$ cat src/rtl/ts_pkg.sv
// Shared constants and event-word field layout for the timestamp capture block.
package ts_pkg;

  localparam int CHAN_W = 2;
  localparam int NUM_CH = 4;
  localparam int TS_LSB = 0;

  // Event word: {chan[1:0], overrun, epoch, ts[TS_W-1:0]}
  function automatic int epoch_bit(input int ts_w);
    return ts_w;
  endfunction

  function automatic int ovr_bit(input int ts_w);
    return ts_w + 1;
  endfunction

  function automatic int chan_lsb(input int ts_w);
    return ts_w + 2;
  endfunction

  function automatic int ev_w(input int ts_w);
    return ts_w + CHAN_W + 2;
  endfunction

endpackage

$ cat src/rtl/ts_event_fifo.sv
// First-word-fall-through event FIFO with occupancy count.
module ts_event_fifo #(
  parameter int WIDTH = 28,
  parameter int DEPTH = 8
) (
  input  logic                     clk,
  input  logic                     rst,
  input  logic                     push_i,
  input  logic [WIDTH-1:0]         wdata_i,
  input  logic                     pop_i,
  output logic [WIDTH-1:0]         rdata_o,
  output logic                     valid_o,
  output logic                     full_o,
  output logic [$clog2(DEPTH):0]   count_o
);

  localparam int AW = $clog2(DEPTH);

  logic [WIDTH-1:0] mem_q [DEPTH];
  logic [AW-1:0]    wr_ptr_q, wr_ptr_d;
  logic [AW-1:0]    rd_ptr_q, rd_ptr_d;
  logic [AW:0]      count_q, count_d;
  logic             do_push, do_pop;

  // Full is judged on the registered count, so a same-cycle pop never frees a slot for a push.
  assign valid_o = (count_q != '0);
  assign full_o  = (count_q == (AW+1)'(DEPTH));
  assign do_push = push_i & ~full_o;
  assign do_pop  = pop_i & valid_o;
  assign rdata_o = valid_o ? mem_q[rd_ptr_q] : '0;
  assign count_o = count_q;

  // Pointer and count next-state; pointers wrap naturally at DEPTH.
  always_comb begin
    wr_ptr_d = wr_ptr_q;
    rd_ptr_d = rd_ptr_q;
    count_d  = count_q;
    if (do_push) wr_ptr_d = wr_ptr_q + AW'(1);
    if (do_pop)  rd_ptr_d = rd_ptr_q + AW'(1);
    case ({do_push, do_pop})
      2'b10:   count_d = count_q + (AW+1)'(1);
      2'b01:   count_d = count_q - (AW+1)'(1);
      default: count_d = count_q;
    endcase
  end

  // Control state register.
  always_ff @(posedge clk) begin
    if (rst) begin
      wr_ptr_q <= '0;
      rd_ptr_q <= '0;
      count_q  <= '0;
    end else begin
      wr_ptr_q <= wr_ptr_d;
      rd_ptr_q <= rd_ptr_d;
      count_q  <= count_d;
    end
  end

  // Storage array; contents are meaningless until the count covers them.
  always_ff @(posedge clk) begin
    if (do_push) mem_q[wr_ptr_q] <= wdata_i;
  end

endmodule

$ cat src/rtl/ts_capture.sv
// Four-channel timestamp capture: synchronize, detect rising edges, stamp, arbitrate, buffer.
module ts_capture
  import ts_pkg::*;
#(
  parameter int TS_W        = 24,
  parameter int FIFO_DEPTH  = 8,
  parameter int SYNC_STAGES = 2
) (
  input  logic                          clk,
  input  logic                          rst,
  input  logic                          datain_ch0,
  input  logic                          datain_ch1,
  input  logic                          datain_ch2,
  input  logic                          datain_ch3,
  output logic [TS_W+3:0]               ev_data,
  output logic                          ev_valid,
  input  logic                          ev_ready,
  output logic [$clog2(FIFO_DEPTH):0]   fifo_count,
  output logic [7:0]                    lost_cnt
);

  localparam int EV_W      = ev_w(TS_W);
  localparam int EPOCH_BIT = epoch_bit(TS_W);
  localparam int OVR_BIT   = ovr_bit(TS_W);
  localparam int CHAN_LSB  = chan_lsb(TS_W);

  logic [NUM_CH-1:0]      din;
  logic [SYNC_STAGES-1:0] sync_q [NUM_CH];
  logic [NUM_CH-1:0]      sync_out, hist_q, edge_det;
  logic [TS_W-1:0]        ts_q;
  logic                   epoch_q;
  logic [NUM_CH-1:0]      pend_q, pend_d, ovr_q, ovr_d, grant;
  logic [TS_W:0]          cap_q [NUM_CH];
  logic [TS_W:0]          cap_d [NUM_CH];
  logic [7:0]             lost_q, lost_d;
  logic [CHAN_W-1:0]      gnt_ch;
  logic                   push, fifo_full;
  logic [EV_W-1:0]        push_word;

  assign din      = {datain_ch3, datain_ch2, datain_ch1, datain_ch0};
  assign lost_cnt = lost_q;

  // Free-running stamp; carry out of ts toggles the epoch bit.
  always_ff @(posedge clk) begin
    if (rst) {epoch_q, ts_q} <= '0;
    else     {epoch_q, ts_q} <= {epoch_q, ts_q} + (TS_W+1)'(1);
  end

  // Input synchronizers plus one history flop per channel for edge detection.
  always_ff @(posedge clk) begin
    if (rst) begin
      for (int c = 0; c < NUM_CH; c++) sync_q[c] <= '0;
      hist_q <= '0;
    end else begin
      for (int c = 0; c < NUM_CH; c++) sync_q[c] <= {sync_q[c][SYNC_STAGES-2:0], din[c]};
      hist_q <= sync_out;
    end
  end

  // Synchronizer outputs and rising-edge strobes.
  always_comb begin
    sync_out = '0;
    for (int c = 0; c < NUM_CH; c++) sync_out[c] = sync_q[c][SYNC_STAGES-1];
    edge_det = sync_out & ~hist_q;
  end

  // Fixed-priority arbiter: lowest pending channel wins when the FIFO has room.
  always_comb begin
    grant  = '0;
    gnt_ch = '0;
    push   = 1'b0;
    if (!fifo_full) begin
      for (int c = NUM_CH-1; c >= 0; c--) begin
        if (pend_q[c]) begin
          grant    = '0;
          grant[c] = 1'b1;
          gnt_ch   = CHAN_W'(c);
          push     = 1'b1;
        end
      end
    end
  end

  // Assemble the event word of the granted channel.
  always_comb begin
    push_word                     = '0;
    push_word[TS_LSB +: TS_W]     = cap_q[gnt_ch][TS_W-1:0];
    push_word[EPOCH_BIT]          = cap_q[gnt_ch][TS_W];
    push_word[OVR_BIT]            = ovr_q[gnt_ch];
    push_word[CHAN_LSB +: CHAN_W] = gnt_ch;
  end

  // Capture and overrun tracking; a grant in the same cycle frees the slot for the new edge.
  always_comb begin
    pend_d = pend_q;
    ovr_d  = ovr_q;
    lost_d = lost_q;
    for (int c = 0; c < NUM_CH; c++) cap_d[c] = cap_q[c];
    for (int c = 0; c < NUM_CH; c++) begin
      if (edge_det[c]) begin
        if (pend_q[c] && !grant[c]) begin
          ovr_d[c] = 1'b1;
          if (lost_d != 8'hFF) lost_d = lost_d + 8'd1;
        end else begin
          pend_d[c] = 1'b1;
          ovr_d[c]  = 1'b0;
          cap_d[c]  = {epoch_q, ts_q};
        end
      end else if (grant[c]) begin
        pend_d[c] = 1'b0;
        ovr_d[c]  = 1'b0;
      end
    end
  end

  // Pending/overrun flags and the loss counter.
  always_ff @(posedge clk) begin
    if (rst) begin
      pend_q <= '0;
      ovr_q  <= '0;
      lost_q <= '0;
    end else begin
      pend_q <= pend_d;
      ovr_q  <= ovr_d;
      lost_q <= lost_d;
    end
  end

  // Per-channel stamp registers; only meaningful while the pending flag is set.
  always_ff @(posedge clk) begin
    for (int c = 0; c < NUM_CH; c++) cap_q[c] <= cap_d[c];
  end

  ts_event_fifo #(
    .WIDTH (EV_W),
    .DEPTH (FIFO_DEPTH)
  ) u_fifo (
    .clk     (clk),
    .rst     (rst),
    .push_i  (push),
    .wdata_i (push_word),
    .pop_i   (ev_ready),
    .rdata_o (ev_data),
    .valid_o (ev_valid),
    .full_o  (fifo_full),
    .count_o (fifo_count)
  );

endmodule

$ cat config.mk
export PLATFORM = sky130hd
export DESIGN_NAME = ts_capture
export DESIGN_NICKNAME = d
export VERILOG_FILES = /design/src/rtl/ts_pkg.sv /design/src/rtl/ts_event_fifo.sv /design/src/rtl/ts_capture.sv
export SDC_FILE = /design/constraint.sdc
export NUM_CORES = 1
export LEC_CHECK = 0
export BUFFER_PORTS_ARGS = -buffer_cell sky130_fd_sc_hd__buf_4
export CAP_MARGIN = 10
export CORE_MARGIN = 2
export CORE_UTILIZATION = 60
export CTS_BUF_LIST = sky130_fd_sc_hd__clkbuf_2 sky130_fd_sc_hd__clkbuf_4 sky130_fd_sc_hd__clkbuf_8
export CTS_CLUSTER_SIZE = 24
export DETAILED_ROUTE_END_ITERATION = 16
export GPL_TIMING_DRIVEN = 0
export PLACE_DENSITY_LB_ADDON = 0.1
export SLEW_MARGIN = 10
export SYNTH_ARGS = -nofsm -noshare
export SYNTH_HDL_FRONTEND = slang
export SYNTH_SLANG_ARGS = --single-unit
$ cat constraint.sdc
create_clock -name clk -period 5.4 [get_ports clk]
set_input_delay 0.27 -clock clk [delete_from_list [all_inputs] [get_ports clk]]
set_output_delay 0.27 -clock clk [all_outputs]
set_load 0.05 [all_outputs]
## Yosys cells after proc, flatten, opt, wreduce, memory -nomap -nowiden

Memories as Yosys holds them, arrays and structs flattened. A register that Yosys moved wholly into a read port is not among the register bits.
Index checks and enable logic that the tools add are counted.

| word-level totals | value |
|---|---|
| bits in registers | 55 |
| bits in latches | 0 |
| bits in writable memories | 332 |
| ROM bits | 0 |
| bits of input ports | 7 |
| output and inout bits | 41 |
| logic and storage cells | 148 |
| memories kept | 3 |

| operators by class | value |
|---|---|
| $add $sub $neg | 9 |
| multiply operators | 0 |
| divide/modulo/power cells | 0 |
| $lt $le $gt $ge | 1 |
| equality and inequality tests | 19 |
| shifts and indexed selects | 0 |
| muxes and demuxes | 70 |
| bitwise operators | 9 |
| reduce and logical (&&, ||, !) cells | 22 |

Memories:

| memory | depth | width | read ports | clocked after memory_dff | write ports | line | source |
|---|---|---|---|---|---|---|---|
| u_fifo.mem_q | 8 | 28 | 1 | 1 | 1 | ts_event_fifo.sv:19 | `logic [WIDTH-1:0] mem_q [DEPTH];` |
| cap_q | 4 | 25 | 1 | 0 | 4 | ts_capture.sv:33 | `logic [TS_W:0] cap_q [NUM_CH];` |
| sync_q | 4 | 2 | 4 | 0 | 4 | ts_capture.sv:28 | `logic [SYNC_STAGES-1:0] sync_q [NUM_CH];` |

Operators by type and width:

| kind | number |
|---|---|
| 25-bit two-way mux | 8 |
| 8-bit two-way mux | 12 |
| 8-bit by 1-bit adder with 8-bit output, second input constant | 4 |
| 8-bit != test, second input constant | 4 |
| 1-bit two-way mux | 31 |
| 28-bit two-way mux | 1 |
| 25-bit by 1-bit adder with 25-bit output, second input constant | 1 |
| 4-bit two-way mux | 5 |
| 2-bit two-way mux | 9 |
| 2-bit != test, second input constant | 8 |
| 2-bit AND reduction | 8 |
| 2-bit nonzero test | 5 |
| 4-bit case mux with 2 select lines | 1 |
| 3-bit by 1-bit adder with 3-bit output, second input constant | 2 |
| 3-bit two-way mux | 2 |
| 4-bit by 1-bit adder with 4-bit output, second input constant | 1 |
| 4-bit AND | 1 |
| 4-bit == test, second input constant | 1 |
| 1-bit logical AND | 4 |
| 1-bit zero test | 4 |
| 1-bit != test, second input constant | 4 |
| 4-bit inverter | 1 |
| 1-bit bitwise OR | 4 |
| 4-bit nonzero test | 1 |
| 7 further kinds | 8 |

## Longest topological paths before layout

Gate-level depths: netlist (run 1).

| logic depth | value |
|---|---|
| word-level depth | 21 |
| mapped depth | 19 |
| depth with buffers taken out | 19 |

## By module

From an unflattened synthesis (run 1), not the netlist that was laid out.

| second synthesis, totals | value |
|---|---|
| cells, all modules | 1102 |
| area, all modules | 16244.3 um^2 |

Modules (own cells, without submodules):

| module | times used | cells each | area an instance (um^2) | sequential area each (um^2) |
|---|---|---|---|---|
| ts_event_fifo | 1 | 429 | 9201.3 | 6986.7 |
| ts_capture | 1 | 673 | 7043.0 | 4063.9 |

## Worst setup path before layout (run 1)

No wires, ideal clock.

| timing path | value |
|---|---|
| path kind | reg2reg |
| from | register lost_q[0] (netlist: lost_cnt[0]) |
| to | register lost_q[0] (netlist: lost_cnt[0]) |
| setup time | 121 ps |
| data arrival time | 4945 ps |
| required time | 5279 ps |
| slack | 334 ps |
| cell stages (with the launch flop) | 18 |
| path buffers | 0 |
| clock period less this slack | 5066 ps |
| cell sequence | dfxtp_1 -> ha_1 -> nand3_1 -> o211ai_2 -> mux2_2 -> ha_1 -> o211a_4 -> a21oi_2 -> xnor2_1 -> ha_1 -> o31a_1 -> o211ai_1 -> o21ai_2 -> mux2_2 -> ha_1 -> and2_1 -> a21oi_2 -> mux2_4 |

| between the ends | value |
|---|---|
| longest elaborated chain between the ends | 16 |
| elaborated cells between the ends (all ways) | 20 |
| classes of those cells | 4 x add/sub; 4 x eq/ne; 12 x mux |

Ends and longest elaborated chain:

| what | line | source |
|---|---|---|
| start, declared | ts_capture.sv:35 | `logic [7:0] lost_q, lost_d;` |
| start signal, assigned | ts_capture.sv:125 | `lost_q <= lost_d;` |
| 8-bit by 1-bit adder with 8-bit output / 8-bit != test (equally long branches) | ts_capture.sv:103 | `if (lost_d != 8'hFF) lost_d = lost_d + 8'd1;` |
| 8-bit two-way mux | ts_capture.sv:103 |  |
| 8-bit two-way mux | ts_capture.sv:101 | `if (pend_q[c] && !grant[c]) begin` |
| 8-bit two-way mux * | ts_capture.sv:100 | `if (edge_det[c]) begin` |
| 8-bit by 1-bit adder with 8-bit output / 8-bit != test (equally long branches) | ts_capture.sv:103 |  |
| 8-bit two-way mux | ts_capture.sv:103 |  |
| 8-bit two-way mux | ts_capture.sv:101 |  |
| 8-bit two-way mux * | ts_capture.sv:100 |  |
| 8-bit by 1-bit adder with 8-bit output / 8-bit != test (equally long branches) | ts_capture.sv:103 |  |
| 8-bit two-way mux | ts_capture.sv:103 |  |
| 8-bit two-way mux | ts_capture.sv:101 |  |
| 8-bit two-way mux * | ts_capture.sv:100 |  |
| 8-bit by 1-bit adder with 8-bit output / 8-bit != test (equally long branches) | ts_capture.sv:103 |  |
| 8-bit two-way mux | ts_capture.sv:103 |  |
| 8-bit two-way mux | ts_capture.sv:101 |  |
| 8-bit two-way mux * | ts_capture.sv:100 |  |

Mark *: on every way between the ends. The rest lies on a longest branch, timed or not.
A chain may end at the register's enable or synchronous reset.

## Final worst setup path (run 1)

Ends and elaborated chain as after synthesis.

==> results.toml, run 1 <==
[status]
status = "complete, no violations"

[synth]
synth.avg_cell_area_sq_um = 15.1
netlist-cell-type-count = 74
synthFlopType = "edfxtp_1"
synth_nets = 1087
seq_area_frac_synth_pct = 68.3
syn-cell-area_sq_mm = 0.0162
synth_common_cells = "edfxtp_1, nand2_1, nor2_1"
yosys-top-cells-area = "edfxtp_1, dfxtp_1, mux4_2"
synthMostInstantiatedCell = "edfxtp_1"
syn_inst = 1069
yosysWarnings = 0
async_flop_share_pct = 0
synth_top_area_share_pct = 60.1
yosysTopAreaCell = "edfxtp_1"
synth-seq-cells = 390
synth_edf_count = 324

[place]
place_congestion = 0.873
port-buffer-count = 46
dp.final_hpwl_um = 21600

[timing]
relSlewSlack_pct = 34.2
hold_violations = 0
skew_ns = 0.0301
worst_pin_slew_ns = 0.987
hold_slack_ns = 0.180
period_share_pct = 93.8
finalMaxSlewViolations = 0
finalSetupTns_ns = 0
rsz0062_at_grt = "no"
min_period_ns = 5.07
setup_viol = 0
max_freq_mhz = 197

[global_routing]
grt_antenna_before_repair = 0
track_usage_pct = 23.7
grt_max_degree = 26
grt-ovfl-total = 0
grt_pass1_vias = 9293
grt_pass1_wl_um = 51000

[drt]
first_pass_iters = 5
drt_iter0_drc = 842
num_vias = 9266
postRouteAntennaNets = 0
wirelength_um = 32400
drc = 0
wl_per_cell_um = 20.4
vias_per_cell = 5.83

[clocking]
clkTransAtPathRegs_ns = 0.06
root_buffer = "clkbuf_8"
clock_latency_ns = 0.61
clock_path_buffers = 3
h-tree-depth = 2
clock-sinks = 390
tritoncts = "done"
cts-buffers-inserted = 58

[worst_setup_path]
crit_type = "reg -> reg"
path_max_fanout = 9
cp-end-kind = "flip-flop"
required_ns = 5.87
cp.arrival_ns = 5.54
worst_r2r_path_depth = 17
crit_path_start_kind = "flip-flop"

[final_layout]
final_util_pct = 69.9
drive_above_1_share_pct = 22.7
syn_to_final_growth_pct = 15.4
nets = 1221
n_fill_cell = 1799
multi_input_area_sq_mm = 0.00498
diodes = 0
regArea_sq_mm = 0.0111

[die]
dieArea_sq_mm = 0.0283
start_util_pct = 60.6
die_w_um = 168
die-height_um = 168
boundaryPins = 48
rows = 60
core_area_sq_mm = 0.0267

[power_and_ir_drop]
power_w = 0.00775
power_density_mw_per_mm2 = 415
power_leakage_nw = 6.28
peakVddDrop_v = 0.000275

[worst_hold_path]
holdCritPathClass = "in -> reg"
worstHoldPathCells = 2

[run]
drv_cap = 0
[layout make-up]
cell class                 instances  share of cell area [%]
sequential                       390                    59.2
multi-input combinational        612                    26.7
clock buffer                      89                    5.62
timing repair buffer              74                    4.02
tap                              341                    2.28
buffer                            53                    1.17
clock inverter                    16                   0.737
inverter                          14                   0.281
[critical path, cell delays in order, from the launching register on]
cell      delay (ns)
dfxtp_2         0.49
ha_2            0.31
nand3_2         0.23
o211ai_4        0.33
mux2_2          0.39
ha_1            0.25
o211a_4         0.18
a21oi_2         0.25
xnor2_1         0.24
ha_1            0.31
o31a_1          0.20
o211ai_1        0.21
o21ai_2         0.26
mux2_2          0.38
ha_1            0.24
and2_1          0.17
a21oi_2         0.19
mux2_4          0.32
[per-stage QoR]
stage	worst slack [ns]	instances	cell area, sq um
after global placement	-0.398	1456	17000
after floorplan	0.334	1069	16200
after detailed placement	-0.159	1471	17400
after CTS	0.0317	1580	18600
after global routing	0.0404	1589	18700
final	0.333	1589	18700
[cell families after synthesis]
family / count (synthesis) / share of synthesized area, %
AOI/OAI and AO/OA: 145 / 6.77
muxes: 102 / 10.7
DFF: 390 / 68.3
buffers and inverters: 67 / 1.65
xor gates and xnor gates: 37 / 2.00
and+or+nand+nor: 317 / 9.69
adders and majority gates: 11 / 0.897
[path summary, 6_finish.rpt]
check / from / endpoint / slack (ns)
setup / recovery: lost_cnt[0] / lost_cnt[0] / 0.33
hold / removal: rst / ovr_q[2] / 0.18
setup reg to reg: lost_cnt[0] / lost_cnt[0] / 0.33
hold reg to reg: sync_q[1][0] / sync_q[1][1] / 0.43
[power by group]
group	switching [W]	internal, W
sequential	0.0000526	0.00339
clock	0.00106	0.00133
combinational	0.00125	0.000655
[cell usage in the layout, fill, tap and decap left out, types with 8 or more instances in the layout]
cell      netlist  layout
a211oi_1       31      31
a21oi_1        26      25
a31oi_1        28      28
and2_1         34      34
and3_1          8       8
buf_1           8       8
buf_16          0       8
buf_4           0      57
clkbuf_1       42      40
clkbuf_4        0      28
clkbuf_8        0      61
clkinv_1        0       8
dfxtp_1        66      64
edfxtp_1      324     324
ha_1           10       9
inv_1          13      13
mux2i_1        38      38
mux4_2         56      56
nand2_1        94      94
nand2b_1        8       8
nand3_1        20      19
nor2_1         89      83
nor2b_1        16      14
nor3_1         11       9
o21ai_0        10      10
xnor2_1        13      13
xor2_1         24      23
[registers in the layout, indices dropped and copies added, names as in the netlist, named ones only]
name             count
epoch_q              1
ts_q                24
u_fifo.wr_ptr_q      3
u_fifo.mem_q       224
u_fifo.rd_ptr_q      3
u_fifo.count_o       4
cap_q              100
ovr_q                4
pend_q               4
lost_cnt             8
sync_q               8
hist_q               4
[routing by layer]
metal	up-vias	track usage, %	routed length [um]	share of wire [%]
met1	4578	33.0	14400	44
li1	4379	-	-	-
met2	254	39.4	15800	49
met4	0	6.45	595	1.8
met3	55	3.78	1720	5.3
met5	-	0	0	0
[repair_timing]
action / CTS / global route
hold endpoints to repair: 4 / 0
endpoints found under the setup margin: 3 / 7
pin swaps: 0 / 3
resized for setup: 3 / 7
hold buffers: 4 / 0
buffers inserted: 0 / 8
Power figures use the tool's default switching activity.
==> inputs of run 2 (changes only) <==
==> constraint.sdc (replaced) <==
create_clock -name clk -period 5.9 [get_ports clk]
set_input_delay 0.295 -clock clk [delete_from_list [all_inputs] [get_ports clk]]
set_output_delay 0.295 -clock clk [all_outputs]
set_load 0.05 [all_outputs]
==> results.toml, run 2 (synthesis results as in run 1) <==
[status]
status = "complete, no violations"

[clocking]
postCtsSetupRepairBufs = 0
clock_path_buffers = 3
h-tree-depth = 2
clock-sinks = 390
clkTransAtPathRegs_ns = 0.06
tritoncts = "done"
root_buffer = "clkbuf_8"
clock_latency_ns = 0.61
cts-buffers-inserted = 58

[place]
dp_slack_ns = 0.341
port-buffer-count = 46
place_congestion = 0.873
dp.final_hpwl_um = 21600

[power_and_ir_drop]
power_leakage_nw = 6.24
peakVddDrop_v = 0.000251
power_density_mw_per_mm2 = 381

[timing]
setup_viol = 0
worst_pin_slew_ns = 0.975
min_period_ns = 5.41
max_freq_mhz = 185
finalMaxSlewViolations = 0
worst_slack_ns = 0.491
period_share_pct = 91.7
relSlewSlack_pct = 35.0
skew_ns = 0.0288
finalSetupTns_ns = 0
rsz0062_at_grt = "no"
hold_violations = 0

[die]
core_area_sq_mm = 0.0267
die_w_um = 168
start_util_pct = 60.6
boundaryPins = 48
dieArea_sq_mm = 0.0283
rows = 60
die-height_um = 168

[final_layout]
final_common_cell = "edfxtp_1"
drive_above_1_share_pct = 21.7
final_cell_mix = "edfxtp_1, nand2_1, nor2_1, dfxtp_1, clkbuf_8"
top_register = "u_fifo.mem_q"
largest_register_ffs = 224
nets = 1213
diodes = 0
syn_to_final_growth_pct = 14.9
n_fill_cell = 1806

[worst_setup_path]
required_ns = 6.38
r2r_end = "lost_cnt[0]"
reg2reg_from = "lost_cnt[0]"
cp.arrival_ns = 5.88
rrSetupSlack_ns = 0.49
endpoint = "lost_cnt[0]"
path_max_fanout = 9
max_stage_delay_ns = 0.57
worst_r2r_path_depth = 18
cpMostUsedCell = "ha_1"
cp-end-kind = "flip-flop"
slowest_stage = "dfxtp_1"
crit_type = "reg -> reg"
worstSetupStartpoint = "lost_cnt[0]"
crit_path_start_kind = "flip-flop"
path_cells = "ha_1 -> nand3_2 -> o211ai_4 -> xor2_1 -> inv_1 -> ha_1 -> o211a_4 -> a21oi_2 -> xnor2_1 -> ha_1 -> o31a_1 -> o211ai_1 -> o21ai_2 -> mux2_2 -> ha_1 -> and2_1 -> a21oi_2 -> mux2_4"

[global_routing]
track_usage_pct = 23.6
grt_pass1_wl_um = 50900
grt_max_degree = 26
grt_pass1_vias = 9288
grt-ovfl-total = 0
grt_antenna_before_repair = 0

[drt]
maxUsedRoutingLayer = "met4"
drc = 0
postRouteAntennaNets = 0
drt_iter0_drc = 818
wl_met3_um = 1700
vias_per_cell = 5.84
wl_per_cell_um = 20.5
wirelength_um = 32300
num_vias = 9237
first_pass_iters = 5
wl_met2_um = 15800
met1_length_um = 14300

[worst_hold_path]
holdCritPathClass = "in -> reg"

[run]
drv_cap = 0
-- run 2: repair_timing --
action                                  CTS  global route
hold buffers                              4             0
resized for setup                         0             2
hold endpoints to repair                  4             0
endpoints found under the setup margin    0             3
-- run 2: worst min-delay path by stage --
stage,from,endpoint,slack (ns),cells after the start
floorplan,sync_q[0][0],sync_q[0][1],0.41,1
global placement,sync_q[3][0],sync_q[3][1],0.42,1
detailed placement,sync_q[1][0],sync_q[1][1],0.43,1
CTS,rst,ovr_q[2],0.18,2
global route,rst,ovr_q[2],0.23,2
finish,rst,ovr_q[2],0.20,2
-- run 2: area by class of cell --
cell class | instances | area, sq um | share of cell area [%]
clock buffer | 89 | 1050 | 5.64
sequential | 390 | 11100 | 59.4
timing repair buffer | 66 | 691 | 3.71
inverter | 14 | 52.6 | 0.283
tap | 341 | 427 | 2.29
multi-input combinational | 612 | 4970 | 26.7
buffer | 53 | 215 | 1.16
clock inverter | 16 | 138 | 0.740
-- run 2: metrics by stage --
stage	power, W	hold WS (ns)	utilization [%]	area, sq um	std cells
floorplan	0.00446	0.414	-	16200	1069
global placement	0.00495	0.419	63.5	17000	1456
detailed placement	0.00498	0.430	64.9	17400	1471
CTS	0.00716	0.178	69.5	18600	1580
global route	0.00737	0.225	69.6	18600	1581
finish	0.00709	0.205	69.6	18600	1581
-- run 2: power by group --
| part | switching [W] | leakage [nW] | internal [W] |
|---|---|---|---|
| Clock | 0.000967 | 0.632 | 0.00122 |
| Sequential | 0.0000479 | 3.51 | 0.00311 |
| Combinational | 0.00115 | 2.10 | 0.000600 |
-- run 2: critical path, delay by kind of cell, from the launching register on --
kind | cells | cell delay [ns]
compound gates | 7 | 1.73
xor+xnor | 2 | 0.60
fa+ha+maj | 4 | 1.16
buf+inv | 1 | 0.08
flops | 1 | 0.57
mux | 2 | 0.71
simple gates | 2 | 0.43
-- run 2: metal layers --
layer  GRT usage [%]  up-vias
met2            39.4      261
met3            3.78       55
met4            6.45        0
li1                -     4361
met5               0        -
met1            32.9     4560
==> inputs of run 3 (changes only) <==
--- a/config.mk
+++ b/config.mk
@@ -10,6 +10,7 @@
 export CORE_MARGIN = 2
 export CORE_UTILIZATION = 60
 export CTS_BUF_LIST = sky130_fd_sc_hd__clkbuf_2 sky130_fd_sc_hd__clkbuf_4 sky130_fd_sc_hd__clkbuf_8
+export CTS_CLUSTER_DIAMETER = 120
 export CTS_CLUSTER_SIZE = 24
 export DETAILED_ROUTE_END_ITERATION = 16
 export GPL_TIMING_DRIVEN = 0
==> constraint.sdc (replaced) <==
create_clock -name clk -period 5.8 [get_ports clk]
set_input_delay 0.29 -clock clk [delete_from_list [all_inputs] [get_ports clk]]
set_output_delay 0.29 -clock clk [all_outputs]
set_load 0.05 [all_outputs]
==> results.toml, run 3 (synthesis results as in run 1) <==
[timing]
max_freq_mhz = 190
setup_viol = 0
hold_violations = 0
min_period_ns = 5.27
relSlewSlack_pct = 34.7
worst_slack_ns = 0.531
rsz0062_at_grt = "no"
period_share_pct = 90.8
finalMaxSlewViolations = 0
finalSetupTns_ns = 0
skew_ns = 0.0388
worst_pin_slew_ns = 0.979

[final_layout]
nets = 1175
final_common_cell = "edfxtp_1"
n_fill_cell = 1878
drive_above_1_share_pct = 17.9
diodes = 0
regArea_sq_mm = 0.0111
final_cell_count_no_fill = 1512
final_area_sq_mm = 0.0178
largest_register_ffs = 224
top_register = "u_fifo.mem_q"
final_cell_mix = "edfxtp_1, nand2_1, nor2_1, dfxtp_1, mux4_2"
multi_input_area_sq_mm = 0.00497
syn_to_final_growth_pct = 10.1
final_util_pct = 66.7

[drt]
num_vias = 8951
drt_iter0_drc = 806
postRouteAntennaNets = 0
wirelength_um = 31800
first_pass_iters = 5
drc = 0
wl_per_cell_um = 21.0
vias_per_cell = 5.92

[clocking]
clock_latency_ns = 0.59
cts-buffers-inserted = 20
tritoncts = "done"
clock-sinks = 390
h-tree-depth = 1
root_buffer = "clkbuf_8"
clkTransAtPathRegs_ns = 0.13
clock_path_buffers = 3

[worst_setup_path]
reg2reg_from = "lost_cnt[0]"
crit_path_start_kind = "flip-flop"
worst_r2r_path_depth = 18
required_ns = 6.28
cp-end-kind = "flip-flop"
crit_type = "reg -> reg"
worstSetupStartpoint = "lost_cnt[0]"
path_max_fanout = 9
cp.arrival_ns = 5.74

[place]
port-buffer-count = 46
dpl-instance-area_sq_mm = 0.0174
dp_slack_ns = 0.241
dp.final_hpwl_um = 21600
dp_cells = 1471
place_congestion = 0.873

[global_routing]
grt-ovfl-total = 0
track_usage_pct = 23.0
grt_pass1_wl_um = 49700
grt_pass1_vias = 8854
grt_antenna_before_repair = 0
grt_max_degree = 26

[power_and_ir_drop]
peakVddDrop_v = 0.000227
power_leakage_nw = 5.84
power_density_mw_per_mm2 = 348

[worst_hold_path]
holdCritPathClass = "in -> reg"
worstHoldPathCells = 2
hp-start = "rst"

[die]
core_area_sq_mm = 0.0267
rows = 60
boundaryPins = 48
die_w_um = 168
dieArea_sq_mm = 0.0283
die-height_um = 168
start_util_pct = 60.6

[status]
status = "complete, no violations"

[run]
drv_cap = 0
==> run 3: changes by cell type in the layout (fill, tap and decap cells not counted) <==
cell        previous run  this run
clkinvlp_4             1         0
dfxtp_2                0         2
dfxtp_1               66        64
clkinv_1               8         0
bufinv_16              2         0
clkinv_2               3         0
clkbuf_4              28        13
clkbuf_8              61        21
==> run 3: metrics by stage <==
stage                     hold WS, ns  total power [W]
after detailed placement        0.430          0.00507
after floorplan                 0.414          0.00454
after CTS                       0.180          0.00626
after global routing            0.202          0.00645
final                           0.209          0.00620
after global placement          0.419          0.00503
==> run 3: repair_timing <==
item                                    in CTS  in global routing
buffers inserted                             0                  0
hold buffers                                 4                  0
endpoints found under the setup margin       0                  5
resized for setup                            0                  4
endpoints found under the hold margin        4                  0
==> run 3: critical path, cell delays in order (launching register included) <==
cell and delay (ns):
dfxtp_2 0.48, ha_1 0.33, nand3_2 0.26, o211ai_4 0.35, xor2_1 0.36, inv_1 0.08, ha_1 0.24, o211a_4 0.18
a21oi_2 0.25, xnor2_1 0.24, ha_1 0.31, o31a_1 0.20, o211ai_1 0.24, o21ai_2 0.33, mux2_2 0.39, ha_1 0.24
and2_1 0.17, a21oi_2 0.19, mux2_4 0.31
==> run 3: cell type report <==
cell class                      instances  share of cell area (%)
Timing Repair Buffer                   66                    3.87
Clock buffer                           34                    2.17
Multi-Input combinational cell        612                    27.9
Clock inverter                          2                   0.140
Sequential cell                       390                    62.0
Tap cell                              341                    2.39
Buffer                                 53                    1.21
Inverter                               14                   0.295
==> run 3: worst paths after layout <==
kind | endpoint | slack [ns]
hold / removal | ovr_q[2] | 0.21
setup / recovery | lost_cnt[0] | 0.53
setup reg to reg | lost_cnt[0] | 0.53
hold reg to reg | sync_q[1][1] | 0.46
==> run 3: metal layers <==
| layer | wire, um | part of all wire, % | vias to the layer above | track usage [%] |
|---|---|---|---|---|
| met5 | 0 | 0 | - | 0 |
| met4 | 504 | 1.6 | 0 | 4.46 |
| met3 | 1240 | 3.9 | 39 | 2.35 |
| met2 | 15500 | 49 | 182 | 38.9 |
| met1 | 14600 | 46 | 4478 | 33.2 |
| li1 | - | - | 4252 | - |
==> run 3: report_power, final <==
group,switching (W),leakage (nW),internal (W),total [W]
Clock,0.000787,0.223,0.000436,0.00122
Sequential,0.0000490,3.51,0.00315,0.00320
Combinational,0.00116,2.10,0.000610,0.00177
